--- src/rtl/dma_utils_pkg.sv ---
// Shared scheduler types: FSM state encoding and the WAIT watchdog limit.
// The default descriptor-slot count macro DMA_NUM_DESC is provided here when not set externally.
`ifndef DMA_NUM_DESC
`define DMA_NUM_DESC 4
`endif

package dma_utils_pkg;

    typedef enum logic [2:0] {
        ST_IDLE   = 3'd0,
        ST_PICK   = 3'd1,
        ST_ISSUE  = 3'd2,
        ST_WAIT   = 3'd3,
        ST_ABORT  = 3'd4,
        ST_FINISH = 3'd5
    } sched_state_e;

    localparam logic [15:0] WDOG_LIMIT = 16'hFFFF;

endpackage

--- src/rtl/dma_prio_enc.sv ---
// Lowest-set-bit finder: one-hot of the winning bit, its binary index and an any-set flag.

module dma_prio_enc #(
    parameter int N = 4,
    parameter int W = 2
) (
    input  logic [N-1:0] i_vec,
    output logic [N-1:0] o_onehot,
    output logic [W-1:0] o_idx,
    output logic         o_valid
);
    // w_seen[k] is high when any bit below position k is set
    logic [N:0] w_seen;

    assign w_seen[0] = 1'b0;

    generate
        for (genvar gi = 0; gi < N; gi++) begin : g_bit
            assign o_onehot[gi]  = i_vec[gi] & ~w_seen[gi];
            assign w_seen[gi+1]  = w_seen[gi] | i_vec[gi];
        end
    endgenerate

    assign o_valid = w_seen[N];

    always_comb begin
        o_idx = '0;
        for (int i = 0; i < N; i++) begin
            if (o_onehot[i]) o_idx = W'(i);
        end
    end
endmodule

--- src/rtl/dma_desc_sched.sv ---
// DMA descriptor scheduler: walks the enabled slots lowest-first, one grant at a time.
// Define DMA_SCHED_WDOG_EN to bound the WAIT state with a 16-bit watchdog.
`ifndef DMA_NUM_DESC
`define DMA_NUM_DESC 4
`endif

module dma_desc_sched
    import dma_utils_pkg::*;
#(
    parameter int NUM_DESC = `DMA_NUM_DESC,
    parameter int IDX_W    = (NUM_DESC > 1) ? $clog2(NUM_DESC) : 1
) (
    input  logic                clk,
    input  logic                rst,
    input  logic                go_i,
    input  logic                abort_i,
    input  logic [NUM_DESC-1:0] desc_en_i,
    output logic                grant_valid_o,
    output logic [IDX_W-1:0]    grant_idx_o,
    input  logic                grant_ready_i,
    input  logic                desc_done_i,
    input  logic                desc_err_i,
    output logic                busy_o,
    output logic                done_o,
    output logic                error_o
);
    sched_state_e        r_state;
    logic                r_go;
    logic [NUM_DESC-1:0] r_pend;
    logic [NUM_DESC-1:0] r_onehot;
    logic [IDX_W-1:0]    r_idx;
    logic                r_grant_valid;
    logic                r_busy;
    logic                r_done;
    logic                r_error;

    logic [NUM_DESC-1:0] w_pick_onehot;
    logic [IDX_W-1:0]    w_pick_idx;
    logic                w_pick_valid;

`ifdef DMA_SCHED_WDOG_EN
    logic [15:0]         r_wdog;
`endif

    dma_prio_enc #(
        .N (NUM_DESC),
        .W (IDX_W)
    ) u_prio_enc (
        .i_vec    (r_pend),
        .o_onehot (w_pick_onehot),
        .o_idx    (w_pick_idx),
        .o_valid  (w_pick_valid)
    );

    always_ff @(posedge clk) begin
        if (rst) begin
            r_state       <= ST_IDLE;
            // Treat go as already high so a level held through reset is not a launch edge
            r_go          <= 1'b1;
            r_pend        <= '0;
            r_onehot      <= '0;
            r_idx         <= '0;
            r_grant_valid <= 1'b0;
            r_busy        <= 1'b0;
            r_done        <= 1'b0;
            r_error       <= 1'b0;
`ifdef DMA_SCHED_WDOG_EN
            r_wdog        <= '0;
`endif
        end else begin
            r_go <= go_i;
            case (r_state)
                ST_IDLE: begin
                    if (go_i && !r_go) begin
                        r_pend  <= desc_en_i;
                        r_busy  <= 1'b1;
                        r_state <= ST_PICK;
                    end
                end
                ST_PICK: begin
                    if (abort_i || !w_pick_valid) begin
                        r_busy  <= 1'b0;
                        r_done  <= 1'b1;
                        r_error <= 1'b0;
                        r_state <= ST_FINISH;
                    end else begin
                        r_idx         <= w_pick_idx;
                        r_onehot      <= w_pick_onehot;
                        r_grant_valid <= 1'b1;
                        r_state       <= ST_ISSUE;
                    end
                end
                ST_ISSUE: begin
                    // Abort wins over a same-cycle ready: the offer is withdrawn unaccepted
                    if (abort_i) begin
                        r_grant_valid <= 1'b0;
                        r_busy        <= 1'b0;
                        r_done        <= 1'b1;
                        r_error       <= 1'b0;
                        r_state       <= ST_FINISH;
                    end else if (grant_ready_i) begin
                        r_grant_valid <= 1'b0;
                        r_state       <= ST_WAIT;
`ifdef DMA_SCHED_WDOG_EN
                        r_wdog        <= '0;
`endif
                    end
                end
                ST_WAIT: begin
                    // A completion arriving with abort already finished the descriptor
                    if (desc_done_i) begin
                        r_pend <= r_pend & ~r_onehot;
                        if (desc_err_i || abort_i) begin
                            r_busy  <= 1'b0;
                            r_done  <= 1'b1;
                            r_error <= desc_err_i;
                            r_state <= ST_FINISH;
                        end else begin
                            r_state <= ST_PICK;
                        end
                    end else if (abort_i) begin
                        r_state <= ST_ABORT;
                    end
`ifdef DMA_SCHED_WDOG_EN
                    else if (r_wdog == WDOG_LIMIT) begin
                        r_busy  <= 1'b0;
                        r_done  <= 1'b1;
                        r_error <= 1'b1;
                        r_state <= ST_FINISH;
                    end else begin
                        r_wdog <= r_wdog + 16'd1;
                    end
`endif
                end
                ST_ABORT: begin
                    if (desc_done_i) begin
                        r_pend  <= r_pend & ~r_onehot;
                        r_busy  <= 1'b0;
                        r_done  <= 1'b1;
                        r_error <= desc_err_i;
                        r_state <= ST_FINISH;
                    end
                end
                ST_FINISH: begin
                    if (!go_i) begin
                        r_done  <= 1'b0;
                        r_error <= 1'b0;
                        r_state <= ST_IDLE;
                    end
                end
                default: begin
                    r_grant_valid <= 1'b0;
                    r_busy        <= 1'b0;
                    r_done        <= 1'b0;
                    r_error       <= 1'b0;
                    r_state       <= ST_IDLE;
                end
            endcase
        end
    end

    assign grant_valid_o = r_grant_valid;
    assign grant_idx_o   = r_idx;
    assign busy_o        = r_busy;
    assign done_o        = r_done;
    assign error_o       = r_error;
endmodule

--- config.mk ---
export PLATFORM = sky130hd
export DESIGN_NAME = dma_desc_sched
export DESIGN_NICKNAME = d
export VERILOG_FILES = /design/src/rtl/dma_utils_pkg.sv /design/src/rtl/dma_prio_enc.sv /design/src/rtl/dma_desc_sched.sv
export SDC_FILE = /design/constraint.sdc
export NUM_CORES = 1
export LEC_CHECK = 0
export CAP_MARGIN = 20
export CORE_UTILIZATION = 46
export CTS_CLUSTER_DIAMETER = 120
export DETAILED_ROUTE_END_ITERATION = 7
export PLACE_DENSITY = 0.73
export RECOVER_POWER = 50
export SYNTH_ARGS = -nofsm -noshare
export SYNTH_HDL_FRONTEND = slang
export SYNTH_SLANG_ARGS = --single-unit
--- constraint.sdc ---
create_clock -name clk -period 1.65 [get_ports clk]
set_input_delay 0.4125 -clock clk [delete_from_list [all_inputs] [get_ports clk]]
set_output_delay 0.4125 -clock clk [all_outputs]
set_load 0.02 [all_outputs]
## Yosys cells after proc, flatten, opt, wreduce, memory -nomap -nowiden

Index checks and enable logic that the tools add are counted.

| storage, ports and cells | value |
|---|---|
| flip-flop bits (word level) | 18 |

| cells by class | value |
|---|---|
| reduce and logical (&&, ||, !) cells | 15 |
| bitwise operators | 15 |
| equal/unequal tests | 16 |
| multiplexer cells | 38 |

Operator list:

| operator | number |
|---|---|
| two-way mux 3 bit | 9 |
| two-way mux 1 bit | 19 |
| one-hot mux 1 bit (6 select lines) | 3 |
| one-hot mux 3 bit (6 select lines) | 1 |
| != test 2 bit, second input constant | 8 |
| AND reduction 7 bit | 2 |
| two-way mux 4 bit | 2 |
| one-hot mux 4 bit (2 select lines) | 1 |
| inverter 1 bit | 7 |
| equality test 3 x 2 -> 1 bit, second input constant | 2 |
| equality test 3 bit, second input constant | 2 |
| != test 3 bit, second input constant | 2 |
| AND reduction 3 bit | 2 |
| AND reduction 5 bit | 1 |
| AND 4 bit | 1 |
| two-way mux 2 bit | 2 |
| inverter 4 bit | 1 |
| OR reduction 4 bit | 1 |
| AND 1 bit | 3 |
| equality test 3 x 1 -> 1 bit, second input constant | 1 |
| zero test 3 bit | 1 |
| OR 1 bit | 3 |
| one-hot mux 1 bit (3 select lines) | 1 |
| zero test 1 bit | 2 |
| other kinds (6) | 7 |

## Depth between registers and ports, before layout

| logic depth | value |
|---|---|
| depth after elaboration | 7 |
| gate-level depth with buffers | 7 |
| mapped depth without buffers | 5 |

## Cells and area by module

A second synthesis with hierarchy kept.

| unflattened totals | value |
|---|---|
| cell total of the unflattened synthesis | 131 |
| area total of the unflattened synthesis | 1021.0 sq um |

Modules (own cells, without submodules):

| module | cells each | seq. area each (sq um) | times used | area an instance (sq um) |
|---|---|---|---|---|
| dma_desc_sched | 120 | 360.3 | 1 | 959.7 |
| dma_prio_enc | 11 | 0.0 | 1 | 61.3 |

## Worst setup path after synthesis

No wires, ideal clock.

| timing | value |
|---|---|
| path kind | register to register |
| from | register r_state[2] |
| to | register r_error (netlist: error_o) |
| arrival | 1468 ps |
| path slack | 55 ps |
| data required time | 1523 ps |
| cell stages (with the launch flop) | 7 |
| setup time | 127 ps |
| period minus slack after synthesis | 1595 ps |
| buffers on the path | 1 |
| cells stage by stage | dfxtp_1 buf_6 nand2b_4 or4_4 nand3_1 o32ai_1 or3_1 |

| between the ends | value |
|---|---|
| cells in the longest elaborated chain, start to end | 3 |

RTL lines:

| what | line | text |
|---|---|---|
| start, declared | dma_desc_sched.sv:27 | `sched_state_e r_state;` |
| start signal, assigned | dma_desc_sched.sv:57 | `r_state <= ST_IDLE;` |
| start signal, assigned | dma_desc_sched.sv:77 | `r_state <= ST_PICK;` |
| start signal, assigned | dma_desc_sched.sv:85 | `r_state <= ST_FINISH;` |
| equality test 3 x 2 -> 1 bit, or another cell as far along | dma_desc_sched.sv:72 | `case (r_state)` |
| != test 2 bit (no source line) / inverter 1 bit (equally long branches) | - |  |
| AND reduction 7 bit (no source line) | - |  |
| end signal, assigned | dma_desc_sched.sv:116 | `r_error <= desc_err_i;` |
| end signal, assigned | dma_desc_sched.sv:140 | `r_error <= desc_err_i;` |
| end, declared | dma_desc_sched.sv:35 | `logic r_error;` |

Several ways; a longest one is shown, not always the timed one.
A chain may end at the register's enable or synchronous reset.

## Worst setup path after layout

Same ends and word-level chain as after synthesis.

==> flow_summary.yaml <==
outcome:
  status: "finished, violations left"
  violations: "negative setup slack"
global_routing:
  antenna_found_initial: 0
  grt_util_met3_pct: 4.72
  grt_pass1_vias: 1009
  use_met2_pct: 42.4
  grt-ovfl-total: 0
  grt_pass1_wl_mm: 4.30
  gr-usage-met1_pct: 28.3
  grt_usage_pct: 23.4
  grt_busiest_layer: "met2"
  grt_max_degree: 12
logic_synthesis:
  postSynthCellCount: 126
  synth_compound_area_share_pct: 23.5
  ys_seq_elements: 18
  synth_edf_count: 0
  synth_top_family_by_area: "simple AND/OR/NAND/NOR gates"
  synth_fa_ha_area_share_pct: 0
  ys_warn_count: 0
  ys_seq_area_share_pct: 35.8
  postSynthAreaPerCell_um2: 7.98
  synth_mux_area_share_pct: 0
  ys.flop_type: "dfxtp_1"
  synth-simple-area-share_pct: 35.6
  syn_nets: 137
  ys_types: 42
  yosys.area_share.xor_xnor_pct: 0
  async_flop_share_pct: 0
  synth_area_mm2: 0.00101
clocking:
  clk_latency_ns: 0.30
  cts_root_buf: "clkbuf_4"
  ctsHoldBuffers: 0
  clk_pin_slew_ns: 0.11
  numCtsBuffers: 3
  clock_sinks: 18
  ctsLongestPathBuffers: 2
  cts_tree: "built"
  htreeDepth: 1
critical_path:
  path_cells: "nand2b_4 -> or4_4 -> nand3_1 -> o32ai_1 -> or3_1"
  slowest_delay_ns: 0.49
  path_class: "reg2reg"
  worstPathMaxFanout: 4
  required_ns: 1.84
  cp_data_arrival_time_ns: 1.86
  critPathLaunchType: "flop"
  slowest_stage: "or4_4"
  reg2reg_from: "r_state[2]"
  cp-end-kind: "flop"
  critPathLaunch: "r_state[2]"
finish:
  nets: 172
  final_cell_mix: "20 x buf_4, 18 x a21oi_1, 16 x dfxtp_1"
  layout-drive-gt1-share_pct: 24.4
  final_common_cell: "buf_4"
  syn_to_final_growth_pct: 35.4
  final_util_pct: 68.1
  n_fill_cell: 175
  antenna_cells: 0
placement:
  portBuffers: 16
  gp_congestion: 0.862
  hpwl_mm: 1.84
detailed_routing:
  drt.antenna.violating_nets: 0
  firstDrtPassIters: 4
  wl_per_cell_um: 14.0
  drc: 0
  viasPerCell: 5.70
  drt_iter0_drc: 34
  routed_wl_mm: 2.62
  num_vias: 1066
power:
  p_int_uw: 699
  power.density_mw_per_mm2: 715
  power_switching_share_pct: 28.2
  seq_power_share_pct: 47.5
  p_clk_share_pct: 29.2
  p_sw_uw: 275
  p_leak_nw: 0.573
  total_power_uw: 974
  vdd_drop_max_mv: 0.528
  p_comb_share_pct: 23.2
min_path:
  worstHoldStart: "r_onehot[2]"
  hp-class: "reg2reg"
sta:
  finalSetupViolations: 2
  slew_headroom_pct: 76.0
  fin_ws_ns: -0.0208
  rsz0062_at_grt: "yes"
  post-route-period-util_pct: 101
  finClkSkew_ns: 0.00386
  final-hold-violation-count: 0
  fmax_ghz: 0.599
  slew_viol_final: 0
  worstMarginPinSlew_ns: 0.360
  min_period_ns: 1.67
floorplanning:
  rows: 16
  fp.dieW_um: 48.8
  core_area_mm2: 0.00200
  io_pins: 17
  die_h_um: 48.8
  die_area_mm2: 0.00238
  start_util_pct: 50.3
run:
  cap_violations: 0
## synthesized netlist by cell type (all sizes together), types with 2 or more instances
master / instances / area, µm²
nand3: 5 / 35.0
o21ai: 6 / 30.0
nor2: 12 / 45.0
nor2b: 2 / 12.5
inv: 4 / 15.0
or3: 3 / 18.8
and3: 2 / 17.5
and3b: 2 / 17.5
buf: 4 / 28.8
a21oi: 20 / 104
nand3b: 6 / 45.0
nand2: 15 / 56.3
a31oi: 2 / 27.5
dfxtp: 18 / 360
nand2b: 5 / 38.8
clkbuf: 2 / 7.51
## stage by stage
step	instances	area [µm²]	hold WS [ns]	setup slack [ns]	TNS [ns]
2_1_floorplan	126	1010	0.432	0.0548	0
3_3_place_gp	180	1290	0.442	-0.405	-4.37
3_5_place_dp	180	1290	0.450	-0.479	-5.08
4_1_cts	187	1350	0.466	-0.0408	-0.0433
5_1_grt	187	1360	0.479	-0.0892	-0.157
6_report	187	1360	0.466	-0.0208	-0.0293
## state kept, by name, indices dropped and copies added, names as in the netlist
signal / flops
busy_o: 1
grant_idx_o: 2
r_onehot: 4
r_go: 1
r_state: 3
r_pend: 4
grant_valid_o: 1
done_o: 1
error_o: 1
## cell type report
cell class / count / area, µm² / share of cell area [%]
multi-input combinational: 98 / 609 / 44.7
sequential: 18 / 365 / 26.8
timing repair buffer: 36 / 303 / 22.2
clock buffer: 4 / 36.3 / 2.66
tap: 27 / 33.8 / 2.48
inverter: 4 / 15.0 / 1.10
## layer usage
layer  share of wire, %  up-vias
met5                  0        -
met4               0.46        0
met3                5.4        2
met2                 50       39
met1                 44      509
li1                   -      516
## final timing paths
kind / end / slack (ns) / cells past startpoint
setup / recovery: error_o / -0.02 / 5
hold / removal: r_onehot[2] / 0.47 / 2
setup reg to reg: error_o / -0.02 / 5
hold reg to reg: r_onehot[2] / 0.47 / 2
## power groups by stage
stage	Sequential [mW]	Clock, mW	Combinational (mW)
after detailed placement	0.474	0	0.214
after global placement	0.474	0	0.209
final	0.463	0.285	0.226
after global routing	0.465	0.305	0.244
after CTS	0.462	0.289	0.222
after floorplan	0.477	0	0.113
## worst max-delay path, delay by kind of cell (launching register included)
family             cells  cell delay (ns)
and+or+nand+nor        4             1.10
DFF                    1             0.38
AOI/OAI and AO/OA      1             0.08
## kinds of logic (layout without fill, tap and decap cells)
kind of cell | count (synthesis) | after routing
AND/OR/NAND/NOR | 61 | 61
AO/OA/AOI/OAI | 37 | 37
flip-flops | 18 | 18
buffers and inverters | 10 | 44
## what timing repair did
item,CTS,global route
setup buffers,3,0
hold endpoints to repair,0,0
setup endpoints to repair,14,8
gates resized for setup,14,3
pin swaps,4,0
No activity file was read; power rests on OpenSTA's default activity.
